## src/rtl/uart_display_receiver.sv

```systemverilog
// uart_display_receiver
// UART receive front-end for the display path: 8 data bits LSB-first, even
// parity, one stop bit, 16x oversampling. Consecutive good bytes are paired
// into a 16-bit word {first, second} that is held on signal_to_display.
//
// state  | meaning
// -------+------------------------------------------------------------
// IDLE   | line idle, waiting for a falling edge (after break hold-off)
// START  | validating start bit at its mid-point (sample 7)
// DATA   | sampling 8 data bits at sample 15 of each bit period
// PARITY | sampling the parity bit, latching the parity check result
// STOP   | sampling the stop bit; byte is evaluated at this point
module uart_display_receiver #(
    parameter int unsigned BAUD_DIV     = 16,
    parameter int unsigned TIMEOUT_BITS = 32,
    parameter logic [15:0] RESET_WORD   = 16'h0000
) (
    input  logic        clk,
    input  logic        reset,
    input  logic        rx_data,
    output logic [15:0] signal_to_display,
    output logic        word_valid,
    output logic        parity_error,
    output logic        frame_error,
    output logic        busy
);

    typedef enum logic [2:0] {
        S_IDLE   = 3'd0,
        S_START  = 3'd1,
        S_DATA   = 3'd2,
        S_PARITY = 3'd3,
        S_STOP   = 3'd4
    } state_t;

    localparam logic [15:0] BAUD_LAST = 16'(BAUD_DIV - 1);
    localparam int unsigned TO_TICKS  = 16 * TIMEOUT_BITS;
    localparam int unsigned TO_W      = $clog2(TO_TICKS + 1);
    localparam logic [TO_W-1:0] TO_LAST = TO_W'(TO_TICKS - 1);

    // synchronizer
    logic            r_rx_meta;
    logic            r_rx_s;

    // oversample tick
    logic [15:0]     r_baud_cnt;
    logic            w_tick;

    // FSM
    state_t          r_state;
    state_t          w_state_nxt;
    logic            w_start_go;
    logic            w_to_data;
    logic            w_shift;
    logic            w_perr_latch;
    logic            w_byte_done;
    logic            w_mid;

    // bit datapath
    logic [3:0]      r_sample_cnt;
    logic [2:0]      r_bit_cnt;
    logic [7:0]      r_shreg;
    logic            r_perr;
    logic            r_armed;

    // byte evaluation
    logic            w_frame_bad;
    logic            w_par_bad;
    logic            w_good;

    // word assembly and timeout
    logic            r_byte_idx;
    logic [7:0]      r_hi_reg;
    logic [TO_W-1:0] r_to_cnt;
    logic            w_to_expire;

    // registered outputs
    logic [15:0]     r_word;
    logic            r_word_valid;
    logic            r_parity_error;
    logic            r_frame_error;
    logic            r_busy;

    assign w_tick = (r_baud_cnt == BAUD_LAST);
    assign w_mid  = w_tick && (r_sample_cnt == 4'd15);

    // Two-flop synchronizer; resets to the idle (high) line level.
    always_ff @(posedge clk or posedge reset) begin
        if (reset) begin
            r_rx_meta <= 1'b1;
            r_rx_s    <= 1'b1;
        end else begin
            r_rx_meta <= rx_data;
            r_rx_s    <= r_rx_meta;
        end
    end

    // Free-running oversample divider, one-cycle tick on the last count.
    always_ff @(posedge clk or posedge reset) begin
        if (reset) begin
            r_baud_cnt <= 16'd0;
        end else if (w_tick) begin
            r_baud_cnt <= 16'd0;
        end else begin
            r_baud_cnt <= r_baud_cnt + 16'd1;
        end
    end

    // FSM state register.
    always_ff @(posedge clk or posedge reset) begin
        if (reset) begin
            r_state <= S_IDLE;
        end else begin
            r_state <= w_state_nxt;
        end
    end

    // FSM next state and datapath strobes; every transition happens on a tick.
    always_comb begin
        w_state_nxt  = r_state;
        w_start_go   = 1'b0;
        w_to_data    = 1'b0;
        w_shift      = 1'b0;
        w_perr_latch = 1'b0;
        w_byte_done  = 1'b0;
        case (r_state)
            S_IDLE: begin
                // r_armed blocks a held-low line from restarting after a bad stop
                if (w_tick && !r_rx_s && r_armed) begin
                    w_state_nxt = S_START;
                    w_start_go  = 1'b1;
                end
            end
            S_START: begin
                if (w_tick && (r_sample_cnt == 4'd7)) begin
                    if (r_rx_s) begin
                        w_state_nxt = S_IDLE;
                    end else begin
                        w_state_nxt = S_DATA;
                        w_to_data   = 1'b1;
                    end
                end
            end
            S_DATA: begin
                if (w_mid) begin
                    w_shift = 1'b1;
                    if (r_bit_cnt == 3'd7) begin
                        w_state_nxt = S_PARITY;
                    end
                end
            end
            S_PARITY: begin
                if (w_mid) begin
                    w_perr_latch = 1'b1;
                    w_state_nxt  = S_STOP;
                end
            end
            S_STOP: begin
                if (w_mid) begin
                    w_byte_done = 1'b1;
                    w_state_nxt = S_IDLE;
                end
            end
            default: begin
                w_state_nxt = S_IDLE;
            end
        endcase
    end

    // A low stop bit wins over a parity failure; only one verdict per byte.
    assign w_frame_bad = w_byte_done && !r_rx_s;
    assign w_par_bad   = w_byte_done &&  r_rx_s &&  r_perr;
    assign w_good      = w_byte_done &&  r_rx_s && !r_perr;

    // A start detection in the same tick takes precedence over expiry.
    assign w_to_expire = w_tick && (r_state == S_IDLE) && r_byte_idx &&
                         !w_start_go && (r_to_cnt == TO_LAST);

    // Oversample position within the current bit; parked at 0 while idle.
    always_ff @(posedge clk or posedge reset) begin
        if (reset) begin
            r_sample_cnt <= 4'd0;
        end else if (w_tick) begin
            if (w_start_go || w_to_data || (w_state_nxt == S_IDLE)) begin
                r_sample_cnt <= 4'd0;
            end else begin
                r_sample_cnt <= r_sample_cnt + 4'd1;
            end
        end
    end

    // Data bit counter, shift register (LSB arrives first) and parity check.
    always_ff @(posedge clk or posedge reset) begin
        if (reset) begin
            r_bit_cnt <= 3'd0;
            r_shreg   <= 8'h00;
            r_perr    <= 1'b0;
        end else begin
            if (w_to_data) begin
                r_bit_cnt <= 3'd0;
            end else if (w_shift) begin
                r_bit_cnt <= r_bit_cnt + 3'd1;
            end
            if (w_shift) begin
                r_shreg <= {r_rx_s, r_shreg[7:1]};
            end
            if (w_perr_latch) begin
                r_perr <= r_rx_s ^ (^r_shreg);
            end
        end
    end

    // Break hold-off: after a framing error a high tick is needed before re-arming.
    always_ff @(posedge clk or posedge reset) begin
        if (reset) begin
            r_armed <= 1'b1;
        end else if (w_frame_bad) begin
            r_armed <= 1'b0;
        end else if (w_tick && (r_state == S_IDLE) && r_rx_s) begin
            r_armed <= 1'b1;
        end
    end

    // Byte pairing: first good byte parks in r_hi_reg, errors or timeout drop it.
    always_ff @(posedge clk or posedge reset) begin
        if (reset) begin
            r_byte_idx <= 1'b0;
            r_hi_reg   <= 8'h00;
        end else if (w_frame_bad || w_par_bad) begin
            r_byte_idx <= 1'b0;
        end else if (w_good) begin
            if (!r_byte_idx) begin
                r_hi_reg   <= r_shreg;
                r_byte_idx <= 1'b1;
            end else begin
                r_byte_idx <= 1'b0;
            end
        end else if (w_to_expire) begin
            r_byte_idx <= 1'b0;
        end
    end

    // Inter-byte timeout: counts idle ticks while a high byte is pending.
    always_ff @(posedge clk or posedge reset) begin
        if (reset) begin
            r_to_cnt <= '0;
        end else if (w_good || w_start_go) begin
            r_to_cnt <= '0;
        end else if (w_tick && (r_state == S_IDLE) && r_byte_idx) begin
            if (w_to_expire) begin
                r_to_cnt <= '0;
            end else begin
                r_to_cnt <= r_to_cnt + 1'b1;
            end
        end
    end

    // Registered outputs: word update with its strobe, error pulses, busy.
    always_ff @(posedge clk or posedge reset) begin
        if (reset) begin
            r_word         <= RESET_WORD;
            r_word_valid   <= 1'b0;
            r_parity_error <= 1'b0;
            r_frame_error  <= 1'b0;
            r_busy         <= 1'b0;
        end else begin
            r_word_valid   <= w_good && r_byte_idx;
            r_parity_error <= w_par_bad;
            r_frame_error  <= w_frame_bad;
            r_busy         <= (w_state_nxt != S_IDLE);
            if (w_good && r_byte_idx) begin
                r_word <= {r_hi_reg, r_shreg};
            end
        end
    end

    assign signal_to_display = r_word;
    assign word_valid        = r_word_valid;
    assign parity_error      = r_parity_error;
    assign frame_error       = r_frame_error;
    assign busy              = r_busy;

endmodule

```

## config.mk

```make
export PLATFORM = sky130hd
export DESIGN_NAME = uart_display_receiver
export DESIGN_NICKNAME = d
export VERILOG_FILES = /design/src/rtl/uart_display_receiver.sv
export SDC_FILE = /design/constraint.sdc
export NUM_CORES = 1
export LEC_CHECK = 0
export BUFFER_PORTS_ARGS = -buffer_cell sky130_fd_sc_hd__buf_2
export CAP_MARGIN = 20
export CORE_UTILIZATION = 25
export CTS_BUF_LIST = sky130_fd_sc_hd__clkbuf_8
export DETAILED_ROUTE_END_ITERATION = 16
export GPL_TIMING_DRIVEN = 1
export SLEW_MARGIN = 20
export SYNTH_ARGS = -nofsm -noshare
export SYNTH_HDL_FRONTEND = slang
export SYNTH_SLANG_ARGS = --single-unit
export TNS_END_PERCENT = 5
```

## constraint.sdc

```tcl
create_clock -name clk -period 3.1 [get_ports clk]
set_input_delay 0.62 -clock clk [delete_from_list [all_inputs] [get_ports clk]]
set_output_delay 0.62 -clock clk [all_outputs]
set_load 0.01 [all_outputs]
```

==> metrics.cfg, run 1 <==
[status]
status = finished clean

[synth]
syn_inst = 323
synth_cell_types = 47
synth_top_flop_cell = dfrtp_1
yosysWarnings = 0
synth.avg_cell_area_um2 = 11.1
synth_xor_area_frac = 0.0589
synth_compound_area_frac = 0.0778
syn_area_um2 = 3570
yosys.area_share.simple = 0.187
ys_ff_latch = 77
yosys.area.top_type = dfrtp_1
synth_top_family_by_area = simple AND/OR/NAND/NOR gates
async_flop_share = 1.00
synth_edf_count = 0
synthAdderAreaFrac = 0.0175
synth_mux_area_frac = 0.0925
yosysTopAreaCellShare = 0.519
seq_area_frac_synth = 0.541
synth_nets = 331
synthTopCellsByArea = dfrtp_1 (52%), mux2_2 (5.0%), nand2_1 (4.7%), xnor2_1 (4.4%), mux2_4 (4.2%)

[timing]
fin_skew_ns = 0.0137
setup_tns_ns = 0
final-max-slew-violation-count = 0
fin_crit_ns = 2.43
fin_ws_ns = 0.670
relSlewSlack = 0.503
hold_viol = 0
tightest_slew_ns = 0.739
rsz0062_at_grt = no
post-route-period-util = 0.784
fmax_ghz = 0.412
hold-worst-slack_ns = 0.345
setup_viol = 0

[power_and_ir_drop]
p_leak_nw = 1.97
ir_worst_vdd_uv = 182
p_per_area_nw_per_um2 = 446
p_total_mw = 1.82
p_seq_frac = 0.558
clock_power_share = 0.416
internal-power_mw = 1.40
netSwitchingPower_mw = 0.426
p_comb_frac = 0.026
switching_share = 0.234

[global_routing]
grt_usage = 0.103
antenna_found_initial = 0
grt_max_degree = 49
grt_pass1_wl_mm = 11.7
grt.overflow.total = 0
grt_pass1_vias = 2359

[clock_network]
clk_pin_slew_ns = 0.09
cts_setup_buffers = 0
cts_max_level = 3
cts-root-buf = clkbuf_8
clk_latency_ns = 0.36
cts_buffers = 9
cts_resized = 0
clock-sinks = 77
cts.path.max_buffers = 2
cts-hold-fix-buffers = 0
cts_tree = built

[route]
remaining_drc_errors = 0
drt_iter0_drc = 170
drt-total-wl_mm = 6.88
vias = 2449
wl_per_cell_um = 12.9
drtAntennaViolNets = 0
via_per_inst = 4.59
first_pass_iters = 4

[cells_and_area]
fin_nets = 357
final_common_cell = dfrtp_1
synthToLayoutAreaGrowth_pct = 14.5
fillers = 1417
drive_gt1_frac = 0.220
n_antenna_cell = 0
mostFrequentLayoutCells = dfrtp_1 (74), nand2_1 (45), buf_2 (22)

[critical_path]
reg2reg_depth = 6
start_kind = flop
cp.required_ns = 3.34
path_class = reg2reg
cp_max_fo = 13
r2r_start = r_baud_cnt[0]$_DFF_PP0_
endpoint_kind = flop
arrival_ns = 2.67
crit_start = r_baud_cnt[0]$_DFF_PP0_

[place]
routabilityCongestion = 0.829
hpwl_mm = 4.92
pre_cts_slack_ns = 0.672
port_buffers = 22

[die]
fp.dieW_um = 121
num_rows = 43
core-area_um2 = 13900
die_y_um = 121
boundaryPins = 23
start_util = 0.257
die_area_um2 = 14800

[run]
cap_violations = 0

[worst_hold_path]
hold_class = in2async

cell families (layout without fill, tap and decap cells):
logic type,Yosys count,after routing
muxes,26,26
adders and majority gates,5,5
xor gates and xnor gates,24,24
buffers and inverters,20,51
AOI/OAI and AO/OA,43,43
and+or+nand+nor,128,128
DFF,77,77
power groups by stage:
stage | logic (mW) | registers (mW) | clock network, mW
after floorplan | 0.0348 | 1.03 | 0
after global placement | 0.0480 | 1.04 | 0
after detailed placement | 0.0492 | 1.04 | 0
after CTS | 0.0496 | 1.02 | 0.792
after global routing | 0.0560 | 1.02 | 0.838
final | 0.0476 | 1.02 | 0.759
area by class of cell:
cell class                 instances  area, um^2  share of cell area
multi-input combinational        226        1550               0.379
clock inverter                     7        71.3              0.0175
timing repair buffer              26         153              0.0374
clock buffer                       9         124              0.0303
inverter                           9        33.8             0.00827
sequential                        77        1930               0.472
tap                              180         225              0.0551
path summary, 6_finish.rpt:
path | to | slack, ns
max in group asynchronous | r_armed$_DFFE_PP1P_ | 2.00
max | r_hi_reg[1]$_DFFE_PP0P_ | 0.67
min reg2reg | r_rx_s$_DFF_PP1_ | 0.36
max reg2reg | r_hi_reg[1]$_DFFE_PP0P_ | 0.67
min in group clk | r_rx_meta$_DFF_PP1_ | 0.35
min | r_hi_reg[2]$_DFFE_PP0P_ | 0.35
critical path, stage by stage, from the launching register on:
cell     delay [ns]
dfrtp_1        0.41
ha_1           0.26
and3_1         0.23
and4_1         0.56
nand2_2        0.23
nor2_4         0.27
mux2_2         0.36
routing by layer:
metal	GRT usage	part of all wire	up-vias
met2	0.159	0.46	52
li1	-	-	1195
met3	0.0352	0.054	8
met5	0	0	-
met1	0.131	0.47	1194
met4	0.0417	0.014	0
through the flow:
stage | instances | util | cell area [um^2]
after floorplan | 323 | - | 3570
after global placement | 518 | 0.280 | 3890
after detailed placement | 518 | 0.280 | 3890
after CTS | 534 | 0.294 | 4090
after global routing | 534 | 0.294 | 4090
final | 534 | 0.294 | 4090
Yosys cell counts (5+ instances only):
cell type  count
a21oi_1        9
and3_1         9
buf_2          6
dfrtp_1       74
ha_1           5
inv_1          9
mux2_2        16
mux2_4        10
nand2_1       45
nand3_1       18
nor2_1        16
nor3_1         7
nor4_1         5
o21ai_0       11
xnor2_1       18
xor2_1         6
(Power assumes the default switching activity.)
==> run 2, diff against run 1 <==
==> constraint.sdc (replaced) <==
create_clock -name clk -period 2.1 [get_ports clk]
set_input_delay 0.42 -clock clk [delete_from_list [all_inputs] [get_ports clk]]
set_output_delay 0.42 -clock clk [all_outputs]
set_load 0.01 [all_outputs]
==> metrics.cfg, run 2 (synthesis gave the netlist of run 1 again) <==
[global_routing]
antenna_found_initial = 0  ; unchanged
globalRouteMet2Util = 0.157  ; -0.00178
grt_pass1_wl_mm = 12.4  ; +5.9%
grt_max_degree = 32  ; -35%
grt_usage = 0.109  ; +0.00580
use_met3 = 0.0352  ; unchanged
grt.overflow.total = 0  ; unchanged
met1_usage = 0.147  ; +0.0157
busiest_layer = met2
grt_pass1_vias = 2461  ; +4.3%

[cells_and_area]
regArea_um2 = 1930  ; unchanged
drive_gt1_frac = 0.280  ; +0.0597
fin_area_um2 = 4280  ; +4.8%
synthToLayoutAreaGrowth_pct = 20.0
n_antenna_cell = 0  ; unchanged
fillers = 1406  ; -0.78%
fin_nets = 378  ; +5.9%
final_common_cell = dfrtp_1
multi_input_area_um2 = 1590  ; +2.4%
mostFrequentLayoutCells = dfrtp_1 (74), nand2_1 (45), buf_2 (22), buf_4 (22), xnor2_1 (18)

[power_and_ir_drop]
clock_power_share = 0.382  ; -0.034
p_per_area_nw_per_um2 = 598  ; +34%
p_seq_frac = 0.585  ; +0.027
internal-power_mw = 1.94  ; +39%
ir_worst_vdd_uv = 232  ; +27%
p_leak_nw = 2.07  ; +4.8%
netSwitchingPower_mw = 0.621  ; +46%
p_comb_frac = 0.033  ; +0.007
switching_share = 0.243  ; +0.00908

[route]
drt-total-wl_mm = 7.14  ; +3.8%
remaining_drc_errors = 0  ; unchanged
via_per_inst = 4.60  ; +0.22%
vias = 2551  ; +4.2%
drtAntennaViolNets = 0  ; unchanged
drt_iter0_drc = 131  ; -23%
wl_per_cell_um = 12.9  ; -0.12%
first_pass_iters = 4  ; unchanged

[critical_path]
crit_buf_inv = 2  ; +2
path_class = reg2reg
endpoint_kind = flop
cp.required_ns = 2.41  ; -0.93 ns
cp_slowest_cell = dfrtp_1
path_cells = nor4_4 -> and4_2 -> buf_4 -> nand2_1 -> nor4_2 -> buf_4
arrival_ns = 2.28  ; -0.39 ns
cp_top_family = simple AND/OR/NAND/NOR gates
start_kind = flop
cp_max_fo = 6  ; -7
critical_path.most_common_cell = buf_4
slowest_delay_ns = 0.45  ; -0.11 ns

[timing]
rsz0062_at_grt = yes
fmax_ghz = 0.508  ; +23%
hold_viol = 0  ; unchanged
post-route-period-util = 0.937  ; +0.153
setup_viol = 0  ; unchanged
tightest_slew_ns = 0.542  ; -0.198 ns
fin_crit_ns = 1.97  ; -0.462 ns
relSlewSlack = 0.638  ; +0.135
setup_tns_ns = 0  ; unchanged
fin_skew_ns = 0.0105  ; -0.00322 ns
final-max-slew-violation-count = 0  ; unchanged
hold-worst-slack_ns = 0.0897  ; -0.256 ns

[clock_network]
cts_max_level = 3  ; unchanged
cts-root-buf = clkbuf_8
cts_tree = built
cts.path.max_buffers = 2  ; unchanged
clock-sinks = 77  ; unchanged
clk_pin_slew_ns = 0.08  ; about the same
clk_latency_ns = 0.37  ; about the same
cts_buffers = 9  ; unchanged

[die]
start_util = 0.257  ; unchanged
die_area_um2 = 14800  ; unchanged
fp.dieW_um = 121  ; unchanged
core-area_um2 = 13900  ; unchanged
boundaryPins = 23  ; unchanged
die_y_um = 121  ; unchanged
num_rows = 43  ; unchanged

[place]
dpl_cell_area_um2 = 4060  ; +4.3%
routabilityCongestion = 0.847  ; +2.2%
hpwl_mm = 5.15  ; +4.6%
port_buffers = 22  ; unchanged

[status]
status = finished clean

[worst_hold_path]
hold_class = in2async

[run]
cap_violations = 0  ; unchanged

run 2: cell types whose count changed in the layout (fill, tap and decap cells not counted), sizes merged:
cell	change
buf	+21
clkinvlp	+4
inv	-2
bufinv	-1
clkinv	-1
run 2: routing by layer:
layer | wire length [um] | vias to the layer above
li1 | - | 1228
met1 | 3470 | 1246
met2 | 3180 | 62
met3 | 357 | 15
met4 | 138 | 0
met5 | 0 | -
run 2: final timing paths:
kind / start / end / slack, ns / depth (start not counted)
min reg2reg: r_rx_meta$_DFF_PP1_ / r_rx_s$_DFF_PP1_ / 0.36 / 0
min: reset / r_state[0]$_DFF_PP0_ / 0.09 / 2
min in group clk: rx_data / r_rx_meta$_DFF_PP1_ / 0.15 / 1
max in group asynchronous: reset / r_rx_meta$_DFF_PP1_ / 1.43 / 3
max reg2reg: r_baud_cnt[12]$_DFF_PP0_ / word_valid$_DFF_PP0_ / 0.13 / 6
max: r_baud_cnt[12]$_DFF_PP0_ / word_valid$_DFF_PP0_ / 0.13 / 6
run 2: what timing repair did:
action,in CTS,in global routing
hold buffers,0,0
endpoints found under the setup margin,31,49
gates resized for setup,4,5
setup buffers,0,1
endpoints found under the hold margin,0,0
pin swaps,0,3
run 2: stage by stage:
step | worst slack (ns) | util | cells | total power, mW
finish | 0.132 | 0.309 | 555 | 2.56
floorplan | 0.110 | - | 323 | 1.58
global route | -0.00603 | 0.309 | 555 | 2.69
CTS | 0.00687 | 0.305 | 554 | 2.62
global placement | -0.107 | 0.292 | 538 | 1.61
detailed placement | -0.0753 | 0.292 | 538 | 1.61
run 2: worst register-to-register path: stages, from the launching register on:
cell and delay (ns):
dfrtp_1 0.45, nor4_4 0.33, and4_2 0.36, buf_4 0.15
nand2_1 0.07, nor4_2 0.38, buf_4 0.17
run 2: cell type report:
| class | count | area share |
|---|---|---|
| inverter | 9 | 0.00876 |
| timing repair buffer | 47 | 0.0783 |
| tap | 180 | 0.0526 |
| clock buffer | 9 | 0.0289 |
| clock inverter | 7 | 0.0105 |
| sequential | 77 | 0.451 |
| multi-input combinational | 226 | 0.370 |
run 2: power by group through the flow:
stage               logic, mW  registers (mW)  clock network [mW]
global placement       0.0845            1.53                   0
detailed placement     0.0862            1.53                   0
floorplan              0.0517            1.52                   0
global route           0.0981            1.50                1.09
finish                 0.0844            1.50               0.979
CTS                    0.0868            1.50                1.03
